### src/rtl/dram_bist_master_pkg.sv
// Shared types, constants and the expected-pattern function for the data-memory BIST master.
package dram_bist_master_pkg;

    typedef enum logic [2:0] {
        IDLE,
        WR0,
        RD0,
        WR1,
        RD1,
        FIN
    } state_t;

    localparam logic [7:0] ERR_SAT = 8'd255;
    localparam int         PAT_W   = 8;

    // Address and data share one width so the pattern can be formed as addr ^ seed.
    function automatic logic [PAT_W-1:0] pattern(input logic [PAT_W-1:0] addr,
                                                 input logic [PAT_W-1:0] seed,
                                                 input logic             invert);
        return invert ? ~(addr ^ seed) : (addr ^ seed);
    endfunction

endpackage

### src/rtl/dram_bist_master_if.sv
// Data-memory port (ADDR/DATA/MW/Q) shared by the CPU and the BIST master.
interface dram_bist_master_if #(
    parameter int AW = 8,
    parameter int DW = 8
);
    logic [AW-1:0] ADDR;
    logic [DW-1:0] DATA;
    logic          MW;
    logic [DW-1:0] Q;

    modport master (output ADDR, output DATA, output MW, input  Q);
    modport slave  (input  ADDR, input  DATA, input  MW, output Q);
endinterface

### src/rtl/dram_bist_master_bist_addr_walker.sv
// Address window walker: holds the latched window bounds and steps a wrapping address counter.
module dram_bist_master_bist_addr_walker #(
    parameter int AW = 8
) (
    input  logic          CLK,
    input  logic          RESET,
    input  logic          load,
    input  logic          restart,
    input  logic          step,
    input  logic [AW-1:0] base_addr,
    input  logic [AW-1:0] last_addr,
    output logic [AW-1:0] addr,
    output logic          is_last
);

    logic [AW-1:0] base_q;
    logic [AW-1:0] last_q;

    always_ff @(posedge CLK) begin
        if (RESET) begin
            base_q <= '0;
            last_q <= '0;
            addr   <= '0;
        end else if (load) begin
            base_q <= base_addr;
            last_q <= last_addr;
            addr   <= base_addr;
        end else if (restart) begin
            addr   <= base_q;
        end else if (step) begin
            addr   <= addr + 1'b1;
        end
    end

    assign is_last = (addr == last_q);

endmodule

### src/rtl/dram_bist_master.sv
// BIST initiator for the data-memory port: write/read-compare of a seeded pattern, then its inverse.
//
// state | meaning
// IDLE  | waiting for START; memory port driven to zero
// WR0   | write P0 = addr ^ seed, one address per cycle
// RD0   | per address: issue read, count down READ_LATENCY, compare against P0
// WR1   | write P1 = ~(addr ^ seed)
// RD1   | read back and compare against P1
// FIN   | one cycle; latch DONE and PASS
module dram_bist_master
    import dram_bist_master_pkg::*;
#(
    parameter int READ_LATENCY = 1,
    parameter int AW           = 8,
    parameter int DW           = 8
) (
    input  logic                CLK,
    input  logic                RESET,
    input  logic                START,
    input  logic [AW-1:0]       BASE_ADDR,
    input  logic [AW-1:0]       LAST_ADDR,
    input  logic [DW-1:0]       SEED,
    dram_bist_master_if.master  mem,
    output logic                BUSY,
    output logic                DONE,
    output logic                PASS,
    output logic [7:0]          ERR_COUNT,
    output logic [AW-1:0]       FAIL_ADDR,
    output logic [DW-1:0]       FAIL_DATA
);

    localparam logic [2:0] RL_CNT = 3'(READ_LATENCY);

    state_t        state;
    state_t        state_nxt;
    logic          load;
    logic          restart;
    logic          step;
    logic [AW-1:0] cur_addr;
    logic          is_last;
    logic [DW-1:0] seed_q;
    logic [2:0]    rd_cnt;
    logic          rd_phase;
    logic          cmp_en;
    logic          mismatch;
    logic [DW-1:0] expected;

    dram_bist_master_bist_addr_walker #(.AW(AW)) u_bist_addr_walker (
        .CLK       (CLK),
        .RESET     (RESET),
        .load      (load),
        .restart   (restart),
        .step      (step),
        .base_addr (BASE_ADDR),
        .last_addr (LAST_ADDR),
        .addr      (cur_addr),
        .is_last   (is_last)
    );

    assign rd_phase = (state == RD0) || (state == RD1);
    // rd_cnt is loaded with READ_LATENCY on the issue cycle; Q is valid when it reaches zero.
    assign cmp_en   = rd_phase && (rd_cnt == 3'd0);
    assign expected = pattern(cur_addr, seed_q, (state == WR1) || (state == RD1));
    assign mismatch = cmp_en && (mem.Q != expected);

    always_ff @(posedge CLK) begin
        if (RESET) begin
            state <= IDLE;
        end else begin
            state <= state_nxt;
        end
    end

    always_comb begin
        state_nxt = state;
        load      = 1'b0;
        restart   = 1'b0;
        step      = 1'b0;
        case (state)
            IDLE: begin
                if (START) begin
                    load      = 1'b1;
                    state_nxt = WR0;
                end
            end
            WR0, WR1: begin
                if (is_last) begin
                    restart   = 1'b1;
                    state_nxt = (state == WR0) ? RD0 : RD1;
                end else begin
                    step = 1'b1;
                end
            end
            RD0, RD1: begin
                if (cmp_en) begin
                    if (is_last) begin
                        restart   = 1'b1;
                        state_nxt = (state == RD0) ? WR1 : FIN;
                    end else begin
                        step = 1'b1;
                    end
                end
            end
            FIN:     state_nxt = IDLE;
            default: state_nxt = IDLE;
        endcase
    end

    always_comb begin
        BUSY     = (state != IDLE);
        mem.MW   = (state == WR0) || (state == WR1);
        mem.ADDR = ((state == IDLE) || (state == FIN)) ? '0 : cur_addr;
        mem.DATA = mem.MW ? expected : '0;
    end

    always_ff @(posedge CLK) begin
        if (RESET) begin
            rd_cnt <= RL_CNT;
        end else if (rd_phase && (rd_cnt != 3'd0)) begin
            rd_cnt <= rd_cnt - 3'd1;
        end else begin
            rd_cnt <= RL_CNT;
        end
    end

    always_ff @(posedge CLK) begin
        if (RESET) begin
            seed_q    <= '0;
            DONE      <= 1'b0;
            PASS      <= 1'b0;
            ERR_COUNT <= '0;
            FAIL_ADDR <= '0;
            FAIL_DATA <= '0;
        end else begin
            if (load) begin
                seed_q    <= SEED;
                DONE      <= 1'b0;
                PASS      <= 1'b0;
                ERR_COUNT <= '0;
                FAIL_ADDR <= '0;
                FAIL_DATA <= '0;
            end else if (mismatch) begin
                if (ERR_COUNT != ERR_SAT) begin
                    ERR_COUNT <= ERR_COUNT + 8'd1;
                end
                // ERR_COUNT saturates and never returns to zero, so zero marks the first mismatch.
                if (ERR_COUNT == 8'd0) begin
                    FAIL_ADDR <= cur_addr;
                    FAIL_DATA <= mem.Q;
                end
            end
            if (state == FIN) begin
                DONE <= 1'b1;
                PASS <= (ERR_COUNT == 8'd0);
            end
        end
    end

endmodule

### src/flat_wrapper.sv
// flat-port wrapper written by rule: the top's interface ports become plain ports
module dram_bist_master_flat import dram_bist_master_pkg::*;
#(
    parameter int READ_LATENCY = 1,
    parameter int AW           = 8,
    parameter int DW           = 8
)
  (CLK, RESET, START, BASE_ADDR, LAST_ADDR, SEED, BUSY, DONE, PASS, ERR_COUNT, FAIL_ADDR, FAIL_DATA, mem_ADDR, mem_DATA, mem_MW, mem_Q);
  dram_bist_master_if #(.AW(AW), .DW(DW)) mem_i ();
  input  logic CLK;
  input  logic RESET;
  input  logic START;
  input  logic [AW-1:0] BASE_ADDR;
  input  logic [AW-1:0] LAST_ADDR;
  input  logic [DW-1:0] SEED;
  output logic BUSY;
  output logic DONE;
  output logic PASS;
  output logic [7:0] ERR_COUNT;
  output logic [AW-1:0] FAIL_ADDR;
  output logic [DW-1:0] FAIL_DATA;
  output wire logic [$bits(mem_i.ADDR)-1:0] mem_ADDR;
  output wire logic [$bits(mem_i.DATA)-1:0] mem_DATA;
  output wire logic [$bits(mem_i.MW)-1:0] mem_MW;
  input wire logic [$bits(mem_i.Q)-1:0] mem_Q;
  assign mem_ADDR = mem_i.ADDR;
  assign mem_DATA = mem_i.DATA;
  assign mem_MW = mem_i.MW;
  assign mem_i.Q = mem_Q;
  dram_bist_master #(.READ_LATENCY(READ_LATENCY), .AW(AW), .DW(DW)) u_core (.CLK(CLK), .RESET(RESET), .START(START), .BASE_ADDR(BASE_ADDR), .LAST_ADDR(LAST_ADDR), .SEED(SEED), .mem(mem_i), .BUSY(BUSY), .DONE(DONE), .PASS(PASS), .ERR_COUNT(ERR_COUNT), .FAIL_ADDR(FAIL_ADDR), .FAIL_DATA(FAIL_DATA));
endmodule
### config.mk
export PLATFORM = sky130hd
export DESIGN_NAME = dram_bist_master_flat
export DESIGN_NICKNAME = d
export VERILOG_FILES = /design/src/rtl/dram_bist_master_pkg.sv /design/src/rtl/dram_bist_master_if.sv /design/src/rtl/dram_bist_master_bist_addr_walker.sv /design/src/rtl/dram_bist_master.sv /design/src/flat_wrapper.sv
export SDC_FILE = /design/constraint.sdc
export NUM_CORES = 1
export LEC_CHECK = 0
export BUFFER_PORTS_ARGS = -buffer_cell sky130_fd_sc_hd__buf_2
export CORE_ASPECT_RATIO = 0.7
export CORE_MARGIN = 2
export CORE_UTILIZATION = 42
export DETAILED_ROUTE_END_ITERATION = 6
export PLACE_DENSITY = 0.66
export SLEW_MARGIN = 10
export SYNTH_ARGS = -nofsm -noshare
export SYNTH_HDL_FRONTEND = slang
export SYNTH_SLANG_ARGS = --single-unit
### constraint.sdc
create_clock -name CLK -period 6.33 [get_ports CLK]
set_input_delay 0.3165 -clock CLK [delete_from_list [all_inputs] [get_ports CLK]]
set_output_delay 0.3165 -clock CLK [all_outputs]
set_load 0.05 [all_outputs]
==> metrics.txt, run 1 <==
Post-CTS Hold Buffers 0; htree depth 3; RSZ-0062 raised after global routing no; final setup vio count 0; fin crit share about half; Routed Wire Length between 8000 and 9000 um; Initial DRT Pass Iterations 4; sequential area share after synthesis between 30 and 40%; ANT cells 0; first-pass GRT wire length approximately 14000 um; post-synth top area share 37.0%; r2r startpoint u_core.state[2]; CP required between 6000 and 7000 ps; FMAX roughly 0.32 GHz; total die area 8990 um2; cts bufs inserted 9; IO Port Bufs around 80; postcts setup bufs 0; Avg WL per Cell about 15 um; VDD IR max roughly 0.00015 V; initial antenna violation count 0; Cell Area, Synth around 3500 um2; Fin Setup TNS 0 ps; Area Growth Syn to Fin 19.8%; vias in the first global route 2760; Vias a little over 3k; Clock Tree Buf Depth 2; clock skew between 5 and 6 ps; pin count of the biggest net entering global routing 44; pwr dens 287 nW/um2; CTS tree built; clk_lat worst skew 330 ps; DP Wirelength between 6000 and 7000 um; critical path startpoint u_core.state[2]; critical path peak fanout 34; Synth top cells by count dfxtp_1 (64), nand2_1 (63), a21oi_1 (39); grt ovf 0; post_cts resized 0; met2 usage between 20% and 30%; Synth area leader dfxtp_1; Worst EP arrival approximately 3400 ps; Leak ~1.8 nW; Ports 79; Yosys Warn Count 0; DRC errors left 0; Tightest Pin Transition between 1000 and 1500 ps; count leader, synth dfxtp_1; Final Max Tran Viols 0; HP Class in -> reg; Placer Congestion 0.828; initial DRC count around 220; startpoint types flop; Hold Crit Start LAST_ADDR[4]; busiest grt layer met2; crit path time final roughly 3100 ps; Die X between 100 and 150 um; post-synth cell types 49; starting density of the core between 40% and 50%; Syn Nets 445; final core utilization a little over half; Core ar. 7940 um2; Root Driver clkbuf_16; worst setup path category reg -> reg; clock sinks between 60 and 70; top_reg_cell synth dfxtp_1; Setup crit end kind flop; nets around 500; grt met3 use under 10%; status finished clean; Final Hold Fails 0; Syn Area/Cell between 8 and 9 um2; Site Rows 27; GR Util met1 27.5%; post-synthesis cell count between 400 and 500; Die Ht approximately 80 um; register bit count reported by yosys between 60 and 70; Max Cap Viol 0; Rel. slew slack a little under a quarter; share of post-route cells with drive strength above 1 a little over a fifth; clock-pin slew on the worst setup and hold paths roughly 50 ps; all-layer global routing usage between 10% and 20%; Area contributors post-synth dfxtp_1 (37%), nand2_1 (6.8%), a21oi_1 (5.6%); Final ANT Viol Nets 0; Post-synth ARST share 0%; post-DR vias/cell 5.33; Post-synth EDFFs 0
-- cells by family after synthesis --
kind of cell | synth area share [%]
muxes | 6.84
AOI/OAI and AO/OA | 13.4
buffers and inverters | 4.92
adders and majority gates | 1.81
and+or+nand+nor | 23.6
DFF | 37.0
xor gates and xnor gates | 12.4
-- critical path, cell delays in order, from the launching register on --
cell      delay, ps
dfxtp_1         570
nor2b_1         160
nand2_1         850
nand2b_1        750
or4_1           680
nand2_1          70
-- final cells by class --
type	count	area [um2]
fill	744	3800
multi-input combinational	302	2010
sequential	64	1280
timing repair buffer	79	398
clock buffer	13	260
tap	101	126
clock inverter	3	40.0
inverter	8	30.0
-- metrics by stage --
step | power [mW] | instances | hold WS [ps] | setup slack, ps | instance area (um2)
6_report | 1.19 | 570 | 224 | 3180 | 4140
2_1_floorplan | 0.645 | 405 | 432 | 3850 | 3460
3_3_place_gp | 0.697 | 554 | 442 | 3280 | 3840
3_5_place_dp | 0.704 | 554 | 445 | 3200 | 3840
4_1_cts | 1.20 | 570 | 213 | 3170 | 4140
5_1_grt | 1.24 | 570 | 230 | 2930 | 4140
-- routing by layer --
| layer | routed length, um | vias to the layer above |
|---|---|---|
| met3 | 601 | 10 |
| met5 | 0 | - |
| met2 | 3780 | 112 |
| li1 | - | 1518 |
| met4 | 93 | 0 |
| met1 | 4230 | 1400 |
-- placed cells by master (no fill, tap or decap), types with 6 or more instances in the layout --
cell and instances:
nor2_1 36, and3_1 6, buf_2 78, nand4_1 8
inv_1 8, xnor2_1 18, nor2b_1 12, nand2_1 63
mux2i_1 18, a21oi_1 39, xor2_1 10, clkbuf_16 9
dfxtp_1 64, nand3_1 9
-- report_power, final --
group          internal (mW)  leakage (nW)  switching, mW
sequential             0.424         0.521         0.0351
combinational         0.0921          1.11          0.145
clock                  0.325         0.150          0.170
total                  0.840          1.78          0.350
-- state kept, by name, summed over array words and instances, names as in the netlist --
signal / flops
u_core.DONE: 1
u_core.ERR_COUNT: 8
u_core.FAIL_ADDR: 8
u_core.FAIL_DATA: 8
u_core.PASS: 1
u_core.rd_cnt: 3
u_core.seed_q: 8
u_core.state: 3
u_core.u_bist_addr_walker.addr: 8
u_core.u_bist_addr_walker.base_q: 8
u_core.u_bist_addr_walker.last_q: 8
-- path summary, 6_finish.rpt --
check                                         to  slack [ps]  cells past startpoint
max                          u_core.ERR_COUNT[5]        3180                      5
min          u_core.u_bist_addr_walker.last_q[4]         220                      3
max reg2reg                  u_core.ERR_COUNT[5]        3180                      5
min reg2reg  u_core.u_bist_addr_walker.base_q[0]         450                      2
Power figures use the tool's default switching activity.
==> run 2: changes to the inputs <==
--- a/config.mk
+++ b/config.mk
@@ -5,12 +5,13 @@
 export SDC_FILE = /design/constraint.sdc
 export NUM_CORES = 1
 export LEC_CHECK = 0
+export ABC_AREA = 1
 export BUFFER_PORTS_ARGS = -buffer_cell sky130_fd_sc_hd__buf_2
 export CORE_ASPECT_RATIO = 0.7
 export CORE_MARGIN = 2
 export CORE_UTILIZATION = 42
 export DETAILED_ROUTE_END_ITERATION = 6
-export PLACE_DENSITY = 0.66
+export PLACE_DENSITY = 0.68
 export SLEW_MARGIN = 10
 export SYNTH_ARGS = -nofsm -noshare
 export SYNTH_HDL_FRONTEND = slang
==> constraint.sdc (replaced) <==
create_clock -name CLK -period 2.8 [get_ports CLK]
set_input_delay 0.14 -clock CLK [delete_from_list [all_inputs] [get_ports CLK]]
set_output_delay 0.14 -clock CLK [all_outputs]
set_load 0.05 [all_outputs]
==> run 2 against run 1 <==
Compared with the run above:
- clock power rose by 110%
- via count rose by 18%
- die area rose by 2.3%
- synthesized cell count rose by 25%
- clock skew barely moved
- wire length rose by 8.7%
- sequential share of layout area fell by 0.75 points
- total power rose to 3.5 times the previous value
- worst setup slack got worse by 2600 ps
- combinational power rose to 8.0 times the previous value
- sequential cell count did not move
- critical endpoint is now u_core.FAIL_ADDR[0]
- largest cell class unchanged
- largest power group is now combinational logic
==> metrics.txt, run 2 <==
Avg WL per Cell roughly 14 um; htree depth 3; Root Driver clkbuf_16; Ports around 80; Worst EP arrival about 2500 ps; grt ovf 0; HP Class in -> reg; area post-placement ~4000 um2; VDD IR max 0.000492 V; Core ar. between 8000 and 9000 um2; postcts setup bufs 0; Post-synth EDFFs 0; Buffers & Inverters on Critical Path 0; initial DRC count 264; Area contributors post-synth dfxtp_1 (36%), nand2_1 (12%), a21oi_1 (6.8%); register bit count reported by yosys 64; Cell Area, Synth 3540 um2; Final Hold Fails 0; Die X around 110 um; Yosys Warn Count 0; post-synthesis cell count around 510; Final Max Tran Viols 0; all-layer global routing usage ~21%; CP max-delay cell dfxtp_1; DP Wirelength between 6000 and 7000 um; crit path time final ~2200 ps; Setup crit end kind flop; Tightest Pin Transition slightly above 600 ps; final non-filler cell area around 4200 um2; Clock Tree Buf Depth 2; top_reg_cell synth dfxtp_1; Site Rows 27; CTS tree built; Initial DRT Pass Iterations 5; commonest non-fill, non-tap cell in the layout nand2_1; Fin Setup TNS 0 ps; initial antenna violation count 0; Leak ~1.9 nW; clock sinks 64; cell mode on critical path nand2_1; commonest non-fill, non-tap cells in the layout nand2_1 (116), buf_2 (78), dfxtp_1 (64); crit path cell chain nor2_1, nand2_2, nand2_2, nand2_2, nand2_1, nand2_1, nand2_1, nand2_1, nor2_2, nand2_2, nand3_4, nand2_1, a21oi_1; Max Cap Viol 0; post-synth top area share 36.2%; R2R depth 13; post-synth cell types 35; pin count of the biggest net entering global routing 28; FMAX about 0.45 GHz; Critical Path Max Stage Delay ~350 ps; Syn Area/Cell around 7.0 um2; Vias approximately 3.6k; count leader, synth nand2_1; Routed Wire Length 9450 um; clock skew between 4 and 5 ps; Largest delay share family, worst path simple AND/OR/NAND/NOR gates; RSZ-0062 raised after global routing no; number of cells on the critical path 13; ANT cells 0; cts bufs inserted 9; status finished clean; sequential area share after synthesis a little over a third; Final ANT Viol Nets 0; Synth area leader dfxtp_1; clk_lat worst skew ~340 ps; Synth top cells by count nand2_1 (116), dfxtp_1 (64), inv_1 (55); Post-synth ARST share 0%; nets around 620; DRC errors left 0; vias in the first global route 3254; total die area 9200 um2; Worst Hold Depth 3; startpoint types flop; clock-pin slew on the worst setup and hold paths ~50 ps; pwr dens between 900 and 1000 nW/um2; post-DR vias/cell ~5.2; starting density of the core 44.2%; IO Port Bufs just under 80; fin crit share between 70% and 80%; worst setup path category reg -> reg; Die Ht 80.8 um; Rel. slew slack about three fifths; Placer Congestion between 0.8 and 0.9; first-pass GRT wire length about 15000 um; critical path peak fanout 16; share of post-route cells with drive strength above 1 between 20% and 30%; Syn Nets approximately 550; final setup vio count 0; post_cts resized 0; CP required around 3000 ps; Area Growth Syn to Fin 19.9%; Post-CTS Hold Buffers 0
run 2: cell types whose count changed after synthesis, moves of 7 or more:
cell	delta
nand2_1	+53
nor2b_1	-12
nor2_1	-7
xnor2_1	-14
a21oi_1	+9
inv_1	+47
clkbuf_1	-12
a21oi_2	+10
nand3_1	+20
mux2i_1	-18
o21ai_0	+25
nand2_2	+18
nand4_1	+19
nand3b_1	+7
run 2: cell type report:
type | instances | area (um2)
inverters | 57 | 214
clock inverters | 4 | 20.0
fillers | 820 | 3760
well taps | 101 | 126
repair buffers | 86 | 450
clock buffers | 12 | 246
multi-input cells | 363 | 1910
flip-flops and latches | 64 | 1280
run 2: metal layers:
metal  up-vias  part of all wire (%)  routed length (um)  GRT usage [%]
met2        97                    43                4020           32.5
met4         0                   2.2                 206           8.29
met5         -                     0                   0              0
li1       1829                     -                   -              -
met1      1637                    49                4640           28.9
met3        21                   6.2                 584           6.72
run 2: where the power goes:
group          switching, mW  internal [mW]
Combinational           1.35          0.549
Clock                  0.402          0.616
Sequential             0.182           1.08
run 2: worst reg2reg max path: stages (launching register included):
cell and delay, ps:
dfxtp_1 350, nor2_1 180, nand2_2 190, nand2_2 260, nand2_2 100, nand2_1 80
nand2_1 50, nand2_1 60, nand2_1 60, nor2_2 130, nand2_2 170, nand3_4 250
nand2_1 100, a21oi_1 150
run 2: kinds of logic (layout without fill, tap and decap cells):
| logic type | count (synthesis) | after routing | synth area share [%] |
|---|---|---|---|
| xor+xnor | 15 | 15 | 3.71 |
| buf+inv | 81 | 159 | 10.0 |
| fa+ha+maj | 5 | 5 | 1.77 |
| simple gates | 239 | 239 | 31.9 |
| compound gates | 104 | 104 | 16.5 |
| flops | 64 | 64 | 36.2 |
run 2: final timing paths:
path                                  startpoint                                   to  slack, ps
worst max-delay path             u_core.state[0]                  u_core.FAIL_ADDR[0]        590
worst min register to register  u_core.rd_cnt[0]                     u_core.rd_cnt[0]        410
worst min-delay path                LAST_ADDR[1]  u_core.u_bist_addr_walker.last_q[1]         30
worst max register to register   u_core.state[0]                  u_core.FAIL_ADDR[0]        590
run 2: stage by stage:
stage | hold WS (ps) | std cells | power, mW | utilization [%] | setup WS (ps)
floorplan | 218 | 508 | 2.75 | - | 297
finish | 28.5 | 687 | 4.18 | 53.0 | 592
global route | 51.4 | 687 | 4.48 | 53.0 | 298
global placement | 363 | 671 | 3.13 | 49.7 | 757
CTS | 22.4 | 687 | 4.19 | 53.0 | 618
detailed placement | 366 | 671 | 3.16 | 49.7 | 637
==> run 3: changes to the inputs <==
--- a/config.mk
+++ b/config.mk
@@ -5,7 +5,7 @@
 export SDC_FILE = /design/constraint.sdc
 export NUM_CORES = 1
 export LEC_CHECK = 0
-export ABC_AREA = 1
+export ABC_AREA = 0
 export BUFFER_PORTS_ARGS = -buffer_cell sky130_fd_sc_hd__buf_2
 export CORE_ASPECT_RATIO = 0.7
 export CORE_MARGIN = 2
==> constraint.sdc (replaced) <==
create_clock -name CLK -period 1.85 [get_ports CLK]
set_input_delay 0.0925 -clock CLK [delete_from_list [all_inputs] [get_ports CLK]]
set_output_delay 0.0925 -clock CLK [all_outputs]
set_load 0.05 [all_outputs]
==> run 3 against run 2 <==
Compared with the run above:
- the run now ends with negative setup slack left
- combinational power shrank 25%
- critical endpoint is now u_core.FAIL_DATA[1]
- clock power increased by 68%
- fmax increased by 0.20%
- largest cell class unchanged
==> metrics.txt, run 3 (same netlist as run 1, synthesis figures left out) <==
final setup vio count 32; HP Class in -> reg; pin count of the biggest net entering global routing 33; Placer Congestion 0.891; Setup crit end kind flop; DRC errors left 0; clock sinks 64; RSZ-0062 raised after global routing yes; CTS tree built; post-DR vias/cell ~5.2; pwr dens slightly below 900 nW/um2; Comb pwr share between 30% and 40%; critical path peak fanout 16; first-pass GRT wire length ~17000 um; total die area between 8000 and 9000 um2; ANT cells 0; starting density of the core between 40% and 50%; all-layer global routing usage 24.2%; crit path time final roughly 2200 ps; final core utilization 66.0%; Worst EP arrival approximately 2400 ps; PnR worst setup slack -353 ps; htree depth 3; Max Cap Viol 0; Net Sw Frac between 30% and 40%; Area Growth Syn to Fin 51.5%; clock skew 7.52 ps; total power around 4.6 mW; Seq pwr share between 30 and 40%; Leak between 2 and 2.5 nW; CP required 2070 ps; switching pwr 1.39 mW; VDD IR max slightly above 0.0007 V; Ports 79; status finished, violations left; failing checks negative setup slack; clock share of power a little under two fifths; commonest non-fill, non-tap cells in the layout buf_2 (68), nand2_1 (62), buf_4 (62); initial antenna violation count 0; Fin Setup TNS -8290 ps; startpoint types flop; initial DRC count ~250; Final Hold Fails 0; IO Port Bufs 78; fin crit share 119%; Die Ht around 80 um; Root Driver clkbuf_16; share of post-route cells with drive strength above 1 40.9%; Tightest Pin Transition around 380 ps; commonest non-fill, non-tap cell in the layout buf_2; clock-pin slew on the worst setup and hold paths ~50 ps; DP Wirelength 7150 um; Avg WL per Cell around 16 um; cts bufs inserted 9; nets 590; Final ANT Viol Nets 0; grt ovf 0; Core ar. approximately 7900 um2; Initial DRT Pass Iterations 5; Vias ~3.4k; Clock Tree Buf Depth 2; clk_lat worst skew about 340 ps; Rel. slew slack 74.7%; worst setup path category reg -> reg; Int Power approximately 3.2 mW; Routed Wire Length ~11000 um; Die X between 100 and 150 um; Final Max Tran Viols 0; FMAX approximately 0.45 GHz; Site Rows 27; vias in the first global route about 3.3k
-- run 3: layout make-up --
type,instances,area [um2]
timing repair buffer,165,1220
multi-input combinational,302,2250
fill,614,2700
tap,101,126
sequential,64,1310
inverter,8,33.8
clock buffer,13,260
clock inverter,3,40.0
-- run 3: critical path, cell delays in order (launching register included) --
cell and delay, ps:
dfxtp_2 350, xnor3_1 430, or4_4 500, mux2i_4 260
a311oi_4 150, buf_12 180, mux2i_1 160, nor2_1 50
-- run 3: power by group through the flow --
stage	clock network [mW]	registers (mW)	logic, mW
2_1_floorplan	0	1.51	0.754
3_3_place_gp	0	1.52	1.11
3_5_place_dp	0	1.52	1.12
4_1_cts	1.73	1.50	1.33
5_1_grt	1.80	1.51	1.52
6_report	1.71	1.51	1.43
-- run 3: routing by layer --
layer / track usage, % / part of all wire, % / vias up
met3: 6.38 / 6.3 / 14
met5: 0 / 0 / -
met1: 32.0 / 47 / 1602
met2: 39.0 / 45 / 125
met4: 7.20 / 1.6 / 0
li1: - / - / 1689
-- run 3: path summary, 6_finish.rpt --
| path | to | slack [ps] | startpoint | depth (start not counted) |
|---|---|---|---|---|
| setup / recovery | u_core.FAIL_DATA[1] | -350 | u_core.u_bist_addr_walker.addr[5] | 7 |
| setup reg to reg | u_core.FAIL_DATA[1] | -350 | u_core.u_bist_addr_walker.addr[5] | 7 |
| hold / removal | u_core.seed_q[1] | 7 | SEED[1] | 3 |
| hold reg to reg | u_core.u_bist_addr_walker.base_q[1] | 460 | u_core.u_bist_addr_walker.base_q[1] | 2 |
-- run 3: what timing repair did --
action / in CTS / in global routing
cloned: 1 / 0
setup endpoints to repair: 48 / 45
buffers inserted: 13 / 9
resized for setup: 50 / 34
pin swaps: 25 / 24
hold buffers: 10 / 0
hold endpoints to repair: 10 / 0
-- run 3: metrics by stage --
stage | worst slack [ps] | instance area (um2) | instances | hold WS, ps
after floorplan | -372 | 3560 | 405 | 228
after global placement | -268 | 4390 | 611 | 336
after detailed placement | -327 | 4390 | 611 | 338
after CTS | -316 | 5080 | 651 | 0.00924
after global routing | -433 | 5240 | 656 | 7.84
final | -353 | 5240 | 656 | 7.15
